$ cat src/rtl/ifetch.sv
// Instruction fetch unit: one outstanding memory request, an output register
// plus a one-entry skid, redirect squashing and a sticky halt.
module ifetch #(
  parameter logic [31:0] RESET_PC = 32'h0000_0000
) (
  input  logic        clk,
  input  logic        rst,
  output logic        imem_req,
  output logic [31:0] imem_addr,
  input  logic        imem_ack,
  input  logic [31:0] imem_rdata,
  input  logic        stall,
  input  logic        redirect,
  input  logic [31:0] redirect_pc,
  input  logic        halt,
  output logic [31:0] ir,
  output logic [31:0] ir_pc,
  output logic        ir_valid,
  output logic        halted
);

  localparam int unsigned XLEN = 32;

  typedef enum logic [1:0] {S_IDLE, S_WAIT, S_KILL, S_HALT} state_t;

  state_t            state, state_n;
  logic [XLEN-1:0]   fetch_pc;
  logic [XLEN-1:0]   skid_data, skid_pc;
  logic              skid_valid;
  logic              consume, slot_free, halt_evt;
  logic              unused_pc_lsbs;

  assign consume        = ir_valid & ~stall;
  assign slot_free      = ~ir_valid | ~stall;
  assign halt_evt       = halt & ir_valid;
  assign imem_addr      = fetch_pc;
  assign unused_pc_lsbs = ^redirect_pc[1:0];

  // Next state; halt outranks redirect, and an outstanding request always drains.
  always_comb begin
    state_n = state;
    case (state)
      S_IDLE: begin
        if (halt_evt)                                   state_n = S_HALT;
        else if (!redirect && !skid_valid && !halted)   state_n = S_WAIT;
      end
      S_WAIT: begin
        if (halt_evt)                   state_n = imem_ack ? S_HALT : S_KILL;
        else if (redirect)              state_n = imem_ack ? S_IDLE : S_KILL;
        else if (imem_ack && !slot_free) state_n = S_IDLE;
      end
      S_KILL: begin
        if (imem_ack) state_n = (halted || halt_evt) ? S_HALT : S_IDLE;
      end
      default: state_n = S_HALT;
    endcase
  end

  always_ff @(posedge clk or posedge rst) begin
    if (rst) begin
      state      <= S_IDLE;
      imem_req   <= 1'b0;
      fetch_pc   <= RESET_PC;
      ir         <= '0;
      ir_pc      <= '0;
      ir_valid   <= 1'b0;
      skid_data  <= '0;
      skid_pc    <= '0;
      skid_valid <= 1'b0;
      halted     <= 1'b0;
    end else begin
      state    <= state_n;
      imem_req <= (state_n == S_WAIT) || (state_n == S_KILL);
      if (halt_evt) begin
        ir_valid   <= 1'b0;
        skid_valid <= 1'b0;
        halted     <= 1'b1;
      end else if (redirect && !halted) begin
        ir_valid   <= 1'b0;
        skid_valid <= 1'b0;
        fetch_pc   <= {redirect_pc[XLEN-1:2], 2'b00};
      end else if (state == S_WAIT && imem_ack) begin
        // Skid is always empty in WAIT, so a response never competes with it.
        fetch_pc <= fetch_pc + XLEN'(4);
        if (slot_free) begin
          ir       <= imem_rdata;
          ir_pc    <= fetch_pc;
          ir_valid <= 1'b1;
        end else begin
          skid_data  <= imem_rdata;
          skid_pc    <= fetch_pc;
          skid_valid <= 1'b1;
        end
      end else if (skid_valid && slot_free) begin
        ir         <= skid_data;
        ir_pc      <= skid_pc;
        ir_valid   <= 1'b1;
        skid_valid <= 1'b0;
      end else if (consume) begin
        ir_valid <= 1'b0;
      end
    end
  end

endmodule
$ cat config.mk
export PLATFORM = sky130hd
export DESIGN_NAME = ifetch
export DESIGN_NICKNAME = d
export VERILOG_FILES = /design/src/rtl/ifetch.sv
export SDC_FILE = /design/constraint.sdc
export NUM_CORES = 1
export LEC_CHECK = 0
export CELL_PAD_IN_SITES_DETAIL_PLACEMENT = 0
export CELL_PAD_IN_SITES_GLOBAL_PLACEMENT = 1
export CORE_MARGIN = 4
export CORE_UTILIZATION = 39
export CTS_BUF_LIST = sky130_fd_sc_hd__clkbuf_16
export DETAILED_ROUTE_END_ITERATION = 10
export PLACE_DENSITY = 0.85
export REMOVE_ABC_BUFFERS = 1
export SYNTH_ARGS = -nofsm -noshare
export SYNTH_HDL_FRONTEND = slang
export SYNTH_SLANG_ARGS = --single-unit
$ cat constraint.sdc
create_clock -name clk -period 6.3 [get_ports clk]
set_input_delay 1.26 -clock clk [delete_from_list [all_inputs] [get_ports clk]]
set_output_delay 1.26 -clock clk [all_outputs]
set_load 0.02 [all_outputs]
==> results.sh <==
export IMPL_period_share_pct=55.49
export IMPL_synth_top_cells_by_area="dfrtp_1 54%, mux2_2 9.4%, mux2i_1 8.2%"
export IMPL_cts_tree="built"
export IMPL_regArea_um2=4004
export IMPL_antenna_found_initial=0
export IMPL_track_usage_pct=17.52
export IMPL_max_slew_margin_pct=32.54
export IMPL_cts_setup_buffers=0
export IMPL_setup_viol=0
export IMPL_p_per_area_nw_per_um2=458.1
export IMPL_drc=0
export IMPL_switching_share_pct=36.81
export IMPL_die_area_um2=21320
export IMPL_diodes=0
export IMPL_final_common_cell="clkdlybuf4s50_1"
export IMPL_grt_pass1_vias=5437
export IMPL_hpwl_um=12410
export IMPL_vias_per_cell=5.274
export IMPL_root_buffer="clkbuf_16"
export IMPL_post_cts_resize_count=0
export IMPL_clk_pin_slew_ns=0.06
export IMPL_synth_ff_type="dfrtp_1"
export IMPL_overflow=0
export IMPL_synth_avg_cell_area_um2=10.91
export IMPL_cap_viol_max_count=0
export IMPL_synth_seq_area_share_pct=53.90
export IMPL_internal_power_uw=2818
export IMPL_tightestPinTransition_ns=1.003
export IMPL_start_kind="input pin"
export IMPL_hold_viol_final=0
export IMPL_power_total_uw=4459
export IMPL_drt_iter0_drc=256
export IMPL_most_common_layout_cells="162 x clkdlybuf4s50_1, 160 x dfrtp_1, 92 x nand2_1"
export IMPL_comb_power_share_pct=38.2
export IMPL_grt_pass1_wl_um=30250
export IMPL_synth_edf_count=0
export IMPL_drive_gt1_share_pct=13.60
export IMPL_dp_cells=1040
export IMPL_post_synth_num_cell_types=56
export IMPL_fin_cells=1072
export IMPL_clock_sinks=160
export IMPL_postRouteAntennaNets=0
export IMPL_finalWorstSetupSlack_ns=2.804
export IMPL_die_h_um=146.0
export IMPL_synthArstFlopShare_pct=100.0
export IMPL_firstDrtPassIters=5
export IMPL_syn_to_final_growth_pct=31.03
export IMPL_required_ns=6.65
export IMPL_hold_path_class="register to register"
export IMPL_postCtsHoldBufs=0
export IMPL_gp_congestion=0.7805
export IMPL_grt_max_degree=95
export IMPL_detail_route_wl_per_cell_um=17.27
export IMPL_path_cells="clkdlybuf4s50_1 -> and3b_4 -> buf_4 -> o21ai_2 -> nor3_1 -> a32oi_1 -> nand2_1"
export IMPL_end_kind="register"
export IMPL_cts_made_buffers=17
export IMPL_netlist_area_um2=7428
export IMPL_ys_warn_count=0
export IMPL_crit_fanout=29
export IMPL_coreArea_um2=18710
export IMPL_p_switching_uw=1642
export IMPL_start_util_pct=39.71
export IMPL_clock_latency_ns=0.42
export IMPL_rsz0062_at_grt="no"
export IMPL_io_pins=169
export IMPL_status="completed"
export IMPL_final_cell_area_um2=9733
export IMPL_multi_input_area_um2=3156
export IMPL_yosys_area_top_type="dfrtp_1"
export IMPL_rows=50
export IMPL_worst_path_max_delay_cell="and3b_4"
export IMPL_slew_viol_final=0
export IMPL_p_leak_uw=0.004107
export IMPL_place_ws_ns=2.335
export IMPL_ys_ff_latch=160
export IMPL_nets=896
export IMPL_cpLargestDelayFamily="buffers and inverters"
export IMPL_netlist_area_leader_share_pct=53.90
export IMPL_p_seq_share_pct=39.7
export IMPL_max_stage_delay_ns=0.62
export IMPL_min_period_ns=3.496
export IMPL_numPortBuffers=162
export IMPL_finClkSkew_ns=0.01165
export IMPL_final_core_util_pct=52.03
export IMPL_htree_levels=4
export IMPL_clkPwrFrac_pct=22.0
export IMPL_max_freq_ghz=0.2860
export IMPL_fp_dieW_um=146.0
export IMPL_syn_inst=681
export IMPL_critPathArrivalTime_ns=3.85
export IMPL_critPathBufInv=2
export IMPL_routed_via_count=5654
export IMPL_nFillCells=1716
export IMPL_path_class="input pin to register"
export IMPL_clock_path_buffers=2
export IMPL_placed_area_um2=9173
export IMPL_ir_drop_mv=0.2637
export IMPL_drt_wl_total_um=18510
[power by group through the flow]
stage,Sequential (uW),Combinational (uW),Clock [uW]
floorplan,2030,694,0
global placement,1770,1700,0
finish,1770,1700,982
global route,1840,1860,1060
CTS,1780,1730,1020
detailed placement,1800,1730,0
[worst min-delay path, delay by kind of cell (launching register included)]
kind,cells,cell delay [ns]
DFF,1,0.34
AOI/OAI and AO/OA,1,0.05
and+or+nand+nor,1,0.04
[per-stage QoR]
stage | setup TNS [ns] | hold slack, ns
2_1_floorplan | -46.40 | 0.4800
3_3_place_gp | 0 | 0.4593
3_5_place_dp | 0 | 0.4686
4_1_cts | 0 | 0.4827
5_1_grt | 0 | 0.5059
6_report | 0 | 0.4728
[flip-flops by register name (all words and copies together), names as in the netlist]
name and count:
skid_pc 30, imem_addr 30, skid_data 32, skid_valid 1
state 2, ir_pc 30, ir_valid 1, halted 1
ir 32, imem_req 1
[worst paths after layout]
check | startpoint | endpoint | slack (ns) | cells after the start
max | imem_ack | imem_addr[21] | 2.80 | 7
min in group asynchronous | rst | ir[17] | 1.27 | 2
max in group asynchronous | rst | halted | 3.91 | 3
min | ir[2] | ir[2] | 0.47 | 2
max reg2reg | state[1] | imem_addr[21] | 3.65 | 6
min reg2reg | ir[2] | ir[2] | 0.47 | 2
[cell families (layout without fill, tap and decap cells)]
| family | after synthesis | count (layout) | share of synthesized area [%] |
|---|---|---|---|
| AOI/OAI and AO/OA | 154 | 154 | 12.08 |
| and+or+nand+nor | 187 | 187 | 12.21 |
| DFF | 160 | 160 | 53.90 |
| buffers and inverters | 54 | 208 | 3.857 |
| muxes | 123 | 123 | 17.62 |
| other | 1 | 4 | 0.05048 |
| xor gates and xnor gates | 1 | 1 | 0.1179 |
| adders and majority gates | 1 | 1 | 0.1684 |
[synthesized netlist by cell type (2+ instances only)]
cell       instances
a211oi_1           4
a21o_1             2
a21oi_1           30
a22oi_1            3
a2bb2oi_1          6
a311oi_1           3
a31oi_1            3
and2_1             3
and3_1             4
and4_1             4
buf_1              4
buf_2             19
buf_4              4
buf_6              6
clkbuf_1          18
dfrtp_1          160
inv_1              3
mux2_2            62
mux2i_1           61
nand2_1           92
nand2b_1           2
nand3_1           12
nand4_1           11
nor2_1            24
nor3_1            17
nor4_1             2
o211ai_1           3
o21ai_0           77
o22ai_1           11
o32ai_1            3
or3_1              3
[routing by layer]
layer / vias to the layer above / part of all wire (%) / track usage (%)
met5: - / 0 / 0
met4: 0 / 1.2 / 4.704
met3: 20 / 4.9 / 4.376
met2: 163 / 47 / 27.12
met1: 2728 / 47 / 24.74
li1: 2743 / - / -
[area by class of cell]
type | instances | share of cell area, %
Clock buffer | 17 | 4.371
Timing Repair Buffer | 173 | 17.51
Tap cell | 234 | 3.008
Inverter | 3 | 0.1671
Sequential cell | 160 | 41.14
Clock inverter | 15 | 1.388
Multi-Input combinational cell | 470 | 32.42
(Power assumes the default switching activity.)
